$ cat src/rtl/prog_load_sequencer.sv
// UART program loader: packs received bytes into little-endian words, writes them to
// program memory, and releases the CPU once the sentinel word arrives.
module prog_load_sequencer #(
  parameter int unsigned ADDR_W    = 10,
  parameter int unsigned MAX_WORDS = 256,
  parameter logic [31:0] SENTINEL  = 32'hFFFF_FFFF,
  parameter int unsigned TIMEOUT   = 1000
) (
  input  logic              clk,
  input  logic              reset_n,
  input  logic              rx_valid,
  input  logic [7:0]        rx_data,
  input  logic              reload_req,
  output logic              mem_we,
  output logic [ADDR_W-1:0] mem_waddr,
  output logic [31:0]       mem_wdata,
  output logic              run_flag,
  output logic              cpu_stall,
  output logic [ADDR_W-2:0] word_count,
  output logic              overflow_err,
  output logic              timeout_err
);

  localparam int unsigned IdleW = $clog2(TIMEOUT + 1);
  localparam logic [IdleW-1:0]  TimeoutLast = IdleW'(TIMEOUT - 1);
  localparam logic [ADDR_W-2:0] MaxWords    = (ADDR_W - 1)'(MAX_WORDS);

  typedef enum logic [1:0] {StIdle, StLoad, StRun, StError} state_e;

  state_e           state;
  logic [1:0]       byte_cnt;
  logic [23:0]      asm_word;  // bytes 0..2; byte 3 comes straight from rx_data
  logic [IdleW-1:0] idle_cnt;
  logic [31:0]      full_word;

  assign full_word = {rx_data, asm_word};
  assign cpu_stall = ~run_flag;

  // word_count doubles as the write word index: both advance together on every write.
  always_ff @(posedge clk or negedge reset_n) begin
    if (!reset_n) begin
      state        <= StIdle;
      byte_cnt     <= '0;
      asm_word     <= '0;
      idle_cnt     <= '0;
      mem_we       <= 1'b0;
      mem_waddr    <= '0;
      mem_wdata    <= '0;
      run_flag     <= 1'b0;
      word_count   <= '0;
      overflow_err <= 1'b0;
      timeout_err  <= 1'b0;
    end else begin
      mem_we <= 1'b0;
      if (reload_req) begin
        state        <= StIdle;
        byte_cnt     <= '0;
        idle_cnt     <= '0;
        run_flag     <= 1'b0;
        word_count   <= '0;
        overflow_err <= 1'b0;
        timeout_err  <= 1'b0;
      end else if (state == StIdle || state == StLoad) begin
        if (rx_valid) begin
          idle_cnt <= '0;
          byte_cnt <= byte_cnt + 2'd1;
          state    <= StLoad;
          case (byte_cnt)
            2'd0: asm_word[7:0]   <= rx_data;
            2'd1: asm_word[15:8]  <= rx_data;
            2'd2: asm_word[23:16] <= rx_data;
            default: begin
              if (full_word == SENTINEL) begin
                state    <= StRun;
                run_flag <= 1'b1;
              end else if (word_count == MaxWords) begin
                state        <= StError;
                overflow_err <= 1'b1;
              end else begin
                mem_we     <= 1'b1;
                mem_waddr  <= {word_count[ADDR_W-3:0], 2'b00};
                mem_wdata  <= full_word;
                word_count <= word_count + (ADDR_W - 1)'(1);
              end
            end
          endcase
        end else if (state == StLoad && byte_cnt != 2'd0) begin
          // A stalled partial word is abandoned; the next byte starts a fresh word.
          if (idle_cnt == TimeoutLast) begin
            byte_cnt    <= '0;
            idle_cnt    <= '0;
            timeout_err <= 1'b1;
          end else begin
            idle_cnt <= idle_cnt + IdleW'(1);
          end
        end
      end
    end
  end

endmodule

$ cat config.mk
export PLATFORM = sky130hd
export DESIGN_NAME = prog_load_sequencer
export DESIGN_NICKNAME = d
export VERILOG_FILES = /design/src/rtl/prog_load_sequencer.sv
export SDC_FILE = /design/constraint.sdc
export NUM_CORES = 1
export LEC_CHECK = 0
export CAP_MARGIN = 20
export CORE_UTILIZATION = 55
export DETAILED_ROUTE_END_ITERATION = 8
export PLACE_DENSITY = 0.82
export SYNTH_ARGS = -nofsm -noshare
export SYNTH_HDL_FRONTEND = slang
export SYNTH_SLANG_ARGS = --single-unit
$ cat constraint.sdc
create_clock -name clk -period 5.9 [get_ports clk]
set_input_delay 0.59 -clock clk [delete_from_list [all_inputs] [get_ports clk]]
set_output_delay 0.59 -clock clk [all_outputs]
set_load 0.02 [all_outputs]
## Word-level counts from Yosys, hierarchy flattened

Cells that the tools add are included.

| operators by class | value |
|---|---|
| $add $sub $neg | 3 |
| multipliers | 0 |
| div/mod/pow operators | 0 |
| $lt $le $gt $ge | 0 |
| equality and inequality tests | 10 |
| shift-type cells | 0 |
| muxes and demuxes | 44 |
| bitwise gates (word level) | 5 |
| reduce and logical (&&, ||, !) cells | 25 |

Operators by type and width:

| kind | number |
|---|---|
| $mux 9 | 6 |
| $mux 10 | 5 |
| $eq 32x32->1 const B | 1 |
| $mux 1 | 22 |
| $mux 2 | 11 |
| $reduce_and 4->1 | 5 |
| $reduce_bool 2->1 | 7 |
| $add 10x1->10 const B | 1 |
| $eq 10x10->1 const B | 1 |
| $reduce_and 5->1 | 2 |
| $add 9x1->9 const B | 1 |
| $eq 9x9->1 const B | 1 |
| $reduce_and 6->1 | 1 |
| $reduce_bool 3->1 | 2 |
| $not 1->1 | 5 |
| $eq 2x1->1 const B | 2 |
| $logic_not 2->1 | 2 |
| $ne 2x1->1 const B | 2 |
| $ne 2x2->1 const B | 2 |
| $reduce_and 2->1 | 2 |
| $reduce_and 3->1 | 1 |
| $reduce_or 3->1 | 1 |
| $add 2x1->2 const B | 1 |
| $eq 2x2->1 const B | 1 |
| 2 further kinds | 2 |

| word-level totals | value |
|---|---|
| bits in registers | 91 |
| latch bits | 0 |
| memory bits (writable) | 0 |
| ROM bits | 0 |
| input bits | 12 |
| output and inout bits | 56 |
| logic and storage cells | 100 |
| memories kept | 0 |

## Longest topological paths before layout

| depth | value |
|---|---|
| depth after elaboration | 7 |
| mapped depth | 7 |
| mapped depth without buffers | 7 |

## Worst setup path after synthesis

Ideal clock, no wire load.

| timing | value |
|---|---|
| path kind | reg-to-reg |
| from | register word_count[0] |
| to | register mem_waddr[7] |
| setup time | 125 ps |
| arrival time | 1979 ps |
| data required time | 5775 ps |
| path slack | 3796 ps |
| stages on the path, launching flop included | 8 |
| path buffers | 2 |
| period minus slack after synthesis | 2104 ps |
| path through | dfrtp_1 -> inv_1 -> ha_1 -> and4b_1 -> clkbuf_2 -> nor4_4 -> buf_6 -> mux2_4 |

| between the ends | value |
|---|---|
| longest elaborated chain between the ends | 3 |

RTL lines:

| item | line | RTL |
|---|---|---|
| start, declared | 19 | `output logic [ADDR_W-2:0] word_count,` |
| start signal, assigned | 83 | `word_count <= word_count + (ADDR_W - 1)'(1);` |
| $eq 9x9->1 | 76 | `end else if (word_count == MaxWords) begin` |
| $not 1->1 (no line) | n/a |  |
| $reduce_and 6->1 (no line) | n/a |  |
| end signal, assigned | 81 | `mem_waddr <= {word_count[ADDR_W-3:0], 2'b00};` |
| end, declared | 15 | `output logic [ADDR_W-1:0] mem_waddr,` |

Every way passes these cells.
A chain may end at the register's enable or synchronous reset.

## Final worst setup path

| timing | value |
|---|---|
| from | input port rx_data[5] |
| to | register mem_waddr[5] |

| between the ends | value |
|---|---|
| longest elaborated chain between the ends | 3 |

RTL lines:

| item | line | RTL |
|---|---|---|
| start, declared | 12 | `input logic [7:0] rx_data,` |
| $eq 32x32->1 | 73 | `if (full_word == SENTINEL) begin` |
| $not 1->1 (no line) | n/a |  |
| $reduce_and 6->1 (no line) | n/a |  |

Every way passes these cells.

==> impl_metrics.yaml <==
power_and_ir_drop:
  power.density_nw_per_um2: 284.8
  p_int_uw: 1040
  power.leakage_uw: 0.002172
  swShare_pct: 27.13
  power_frac_seq_pct: 54.3
  ir_drop_mv: 0.1394
  power_switching_uw: 387.1
  combPwrFrac_pct: 18.4
  p_clk_share_pct: 27.3
final_layout:
  fillers: 540
  area_growth_pct: 21.62
  nets: 392
  design_area_um2: 5011
  multi_input_area_um2: 1717
  layout-drive-gt1-share_pct: 23.81
  n_antenna_cell: 0
  seqCellArea_um2: 2277
yosys:
  synth_most_common_cell: "dfrtp_1"
  synth-async-reset-ratio_pct: 100.0
  synthFlopType: "dfrtp_1"
  synth_compound_area_share_pct: 3.766
  synthAdderAreaFrac_pct: 2.126
  synth.area.mux_share_pct: 22.84
  yosys_warnings: 0
  seq_area_frac_synth_pct: 55.27
  synth-simple-area-share_pct: 11.27
  synth_xor_xnor_area_share_pct: 1.488
  synth_area_um2: 4120
  synth_top_family_by_area: "multiplexers"
  ys_types: 43
  ys_seq_elements: 91
  synth_edf_count: 0
  synth_top_area_share_pct: 55.27
  synth_commonest_cells: "91 x dfrtp_1, 38 x mux2_4, 32 x mux2_2"
  synth_area_leaders: "dfrtp_1 55%, mux2_4 14%, mux2_2 8.7%"
  synthCells: 308
  syn_avg_cell_area_um2: 13.38
  synth_top_cell_by_area: "dfrtp_1"
clock_tree:
  clk_latency_ns: 0.36
  holdBufCountCts: 0
  htreeDepth: 3
  cts.sinks: 91
  root_buffer: "clkbuf_8"
  tritoncts: "done"
  cts.repair.resized: 0
  clkTransAtPathRegs_ns: 0.09
  cts_buffer_depth: 2
  cts_setup_buffers: 0
  cts_buffers: 9
critical_path:
  worst-setup-path-type: "input port to flip-flop"
  crit_required_ns: 6.14
  endpoint_kind: "flip-flop"
  worst-endpoint-arrival_ns: 3.37
  cp_max_fo: 36
  critPathLaunchType: "input port"
timing:
  maxSlewViolCount: 0
  hold_viol_final: 0
  finClkSkew_ns: 0.01239
  max_freq_mhz: 319.3
  hold_slack_ns: 0.1934
  tns_ns: 0
  relSlewSlack_pct: 56.37
  rsz0062_at_grt: "false"
  setup_viol: 0
  worst_pin_slew_ns: 0.6496
  finalCritPeriodShare_pct: 53.08
  period_needed_ns: 3.132
floorplanning:
  dieHeight_um: 88.55
  boundaryPins: 68
  rows: 31
  die-area_um2: 7841
  start_util_pct: 56.81
  die_w_um: 88.55
  core-area_um2: 7253
global_route:
  track_usage_pct: 22.45
  grt_pass1_wl_um: 13140
  antenna_found_initial: 0
  grt_max_degree: 92
  grt_pass1_vias: 2590
  gr-total-overflow: 0
detailed_routing:
  first_pass_iters: 4
  num_vias: 2598
  drtAntennaViolNets: 0
  finalWirelength_um: 7987
  wl_per_cell_um: 16.74
  drc_errors: 0
  viasPerCell: 5.447
  drtIter0Drc: 124
placed_design:
  gp_congestion: 0.7940
  port_buffers: 65
  place_hpwl_um: 5400
  post_dp_cell_area_um2: 4803
min_path:
  min_path_type: "input port to asynchronous set/reset pin"
flow_run:
  cap_violations: 0
status:
  status: "finished, final reports clean"
==> layout make-up <==
type / instances / share of cell area, %
clock buffers: 13 / 3.171
inverters: 6 / 0.4494
well taps: 99 / 2.472
clock inverters: 3 / 0.4245
multi-input cells: 197 / 34.26
repair buffers: 68 / 13.78
flip-flops and latches: 91 / 45.44
==> critical path: stages <==
cell and delay, ns:
clkdlybuf4s50_1 0.57, nand4_1 0.18, nor4_1 0.09, and2_2 0.27, nor4_4 0.59, buf_4 0.64, mux2_2 0.41
==> layout by cell type (no fill, tap or decap), drive strengths merged, types with 2 or more instances in the layout <==
master and instances:
nand2b 2, a21oi 6, inv 7, nor3b 2, xor2 6, or3 3, clkdlybuf4s50 64, nor4 6
nor2 22, buf 4, ha 7, a211oi 2, o21ai 9, nand4 10, nand3 7, o21bai 2
dfrtp 91, and2 4, mux2 70, conb 2, clkbuf 13, nor2b 7, nand2 12, nor3 4
==> layer usage <==
| metal | global-route usage, % | up-vias | part of all wire, % |
|---|---|---|---|
| met4 | 9.238 | 0 | 1.3 |
| met1 | 31.67 | 1289 | 47 |
| met2 | 34.55 | 74 | 47 |
| met3 | 4.011 | 11 | 4.5 |
| li1 | - | 1224 | - |
| met5 | 0 | - | 0 |
==> metrics by stage <==
stage                     instances  total power (µW)  util (%)  setup slack (ns)
after detailed placement        460              1050     66.22             2.449
after floorplan                 309             925.0         -             3.796
final                           477              1427     69.09             2.768
after global placement          460              1040     66.22             2.532
after global routing            477              1493     69.09             2.687
after CTS                       476              1437     68.71             2.787
==> cell families (layout without fill, tap and decap cells) <==
family | after synthesis | in the layout
simple gates | 85 | 85
mux | 71 | 71
fa+ha+maj | 7 | 7
compound gates | 25 | 25
other cells | 1 | 2
flops | 91 | 91
xor+xnor | 7 | 7
buf+inv | 21 | 90
==> state kept, by name, summed over array words and instances (netlist names) <==
| signal | flops |
|---|---|
| asm_word | 24 |
| byte_cnt | 2 |
| idle_cnt | 10 |
| mem_waddr | 8 |
| mem_wdata | 32 |
| mem_we | 1 |
| overflow_err | 1 |
| run_flag | 1 |
| state | 2 |
| timeout_err | 1 |
| word_count | 9 |
==> path summary, 6_finish.rpt <==
kind	cells after the start	from	slack, ns	to
min	1	reset_n	0.19	mem_wdata[17]
max reg2reg	6	word_count[0]	3.12	mem_waddr[5]
max in group asynchronous	2	reset_n	5.07	word_count[8]
min in group clk	2	timeout_err	0.51	timeout_err
min reg2reg	2	timeout_err	0.51	timeout_err
max	7	rx_data[5]	2.77	mem_waddr[5]
==> power groups by stage <==
stage               clock [µW]  combinational (µW)  sequential (µW)
floorplan                    0                 116              809
global placement             0                 256              784
detailed placement           0                 261              789
CTS                        398                 263              776
global route               422                 283              788
finish                     390                 262              775
(Power assumes the default switching activity.)
==> patch, RTL diff (config.mk and constraints unchanged) <==
Make the reset (`reset_n`) synchronous in one clocked block.
--- a/src/rtl/prog_load_sequencer.sv
+++ b/src/rtl/prog_load_sequencer.sv
@@ -37,7 +37,7 @@
   assign cpu_stall = ~run_flag;
 
   // word_count doubles as the write word index: both advance together on every write.
-  always_ff @(posedge clk or negedge reset_n) begin
+  always_ff @(posedge clk) begin
     if (!reset_n) begin
       state        <= StIdle;
       byte_cnt     <= '0;
Behaviour: not the same (Yosys sat finds a counterexample within 10 cycles, from zero or initial values and one cycle with reset_n low; the reset may be asserted at any time).
==> patch against the unedited design <==
Die area shrank 7.2%; worst hold slack gained 0.26 ns; wire length shrank 0.19%; via count grew 22%; cell area shrank 7.8%; worst setup slack gained 0.71 ns; critical endpoint is now mem_wdata[8]; synthesized area shrank 7.4%; sequential cell count is the same; critical path depth is the same; clock skew is essentially flat; global-route usage grew 0.45 points; first-iteration DRC count grew 43%.
Power is not compared: it rests on default switching activity, and its combinational part moved more than twofold at a synthesized area within 25%.
==> patch: results (changes against the unedited design) <==
metric	value	unit	change
outcome	finished, final reports clean		unchanged
slowest_stage	clkdlybuf4s50_1		was buf_4
pre_cts_ws	3.13	ns	was 2.45 ns
drive_above_1_share	5.18	%	was 23.8%
largest_reg_flops	32		unchanged
placed_cells	563		was 460
synth_common_cells	dfxtp_1 (91), nand2_1 (84), nand3_1 (50), o21ai_0 (29), nor2_1 (25)		was dfrtp_1 (91), mux2_4 (38), mux2_2 (32), nor2_1 (22), nand2_1 (12)
final-seq-area	1820	µm²	was 2280 µm²
viasPerCell	5.49		was 5.45
clk_path_buf_depth	2		unchanged
fill_cells	524		was 540
arrival	2.64	ns	was 3.37 ns
synthTopCellsByArea	dfxtp_1 (48%), nand2_1 (8.3%), nand3_1 (6.6%)		was dfrtp_1 (55%), mux2_4 (14%), mux2_2 (8.7%)
place.gp.congestion	0.808		was 0.794
grt_pass1_vias	2845		was 2590
yosysSeqAreaShare	47.8	%	was 55.3%
nets	516		was 392
routedWlPerCell	13.8	µm	was 16.7 µm
hold_class	reg -> reg		was in -> async
synthArstFlopShare	0	%	was 100%
drt_iter0_markers	177		was 124
grt_max_degree	109		was 92
grt_usage	22.9	%	was 22.4%
synth_cell_types	41		was 43
wirelength	7.97	mm	was 7.99 mm
reg2regPathDepth	8		was 6
grt_first_pass_wirelength	13.3	mm	was 13.1 mm
dp_hpwl	5.41	mm	was 5.40 mm
pwr-share-seq	56.4	%	
patch: cell count changes in the layout (fill, tap and decap cells not counted), sizes merged, moves of 35 or more:
cell   change
nand2     +72
mux2      -70
dfrtp     -91
nand3     +43
o21ai     +35
dfxtp     +91
patch: path summary, 6_finish.rpt:
kind	end	slack, ns
max	mem_wdata[8]	3.48
max reg2reg	mem_wdata[8]	3.67
min reg2reg	mem_wdata[13]	0.45
min	mem_wdata[13]	0.45
patch: logic make-up (layout without fill, tap and decap cells):
kind of cell | count (synthesis) | after routing | share of synthesized area [%]
simple gates | 204 | 204 | 25.6
flops | 91 | 91 | 47.8
compound gates | 83 | 83 | 13.6
buf+inv | 39 | 93 | 5.28
xor+xnor | 14 | 14 | 3.21
mux | 8 | 8 | 2.10
fa+ha+maj | 7 | 7 | 2.30
other cells | 1 | 2 | 0.0983
patch: routing by layer:
layer  share of wire [%]  global-route usage (%)  vias to the layer above  wire length, µm
li1                    -                       -                     1626                -
met1                  48                    30.3                     1476             3860
met2                  46                    37.0                       62             3710
met3                 3.1                    3.40                       17              245
met4                 2.0                    10.8                        0              163
met5                   0                       0                        -                0
patch: worst max-delay path: cells and delay by family:
family | cells | cell delay [ns]
buf+inv | 2 | 0.91
compound gates | 2 | 0.24
simple gates | 3 | 0.88
patch: layout make-up:
class,instances,share of cell area (%)
flip-flops and latches,91,39.4
multi-input cells,318,38.8
repair buffers,68,14.5
clock buffers,9,2.68
well taps,77,2.08
clock inverters,7,1.79
inverters,9,0.731
patch: power by group through the flow:
stage	registers, mW	clock network (mW)	logic [mW]
floorplan	0.636	0	0.0314
global placement	0.637	0	0.0464
detailed placement	0.637	0	0.0473
CTS	0.623	0.440	0.0477
global route	0.624	0.464	0.0528
finish	0.623	0.433	0.0477
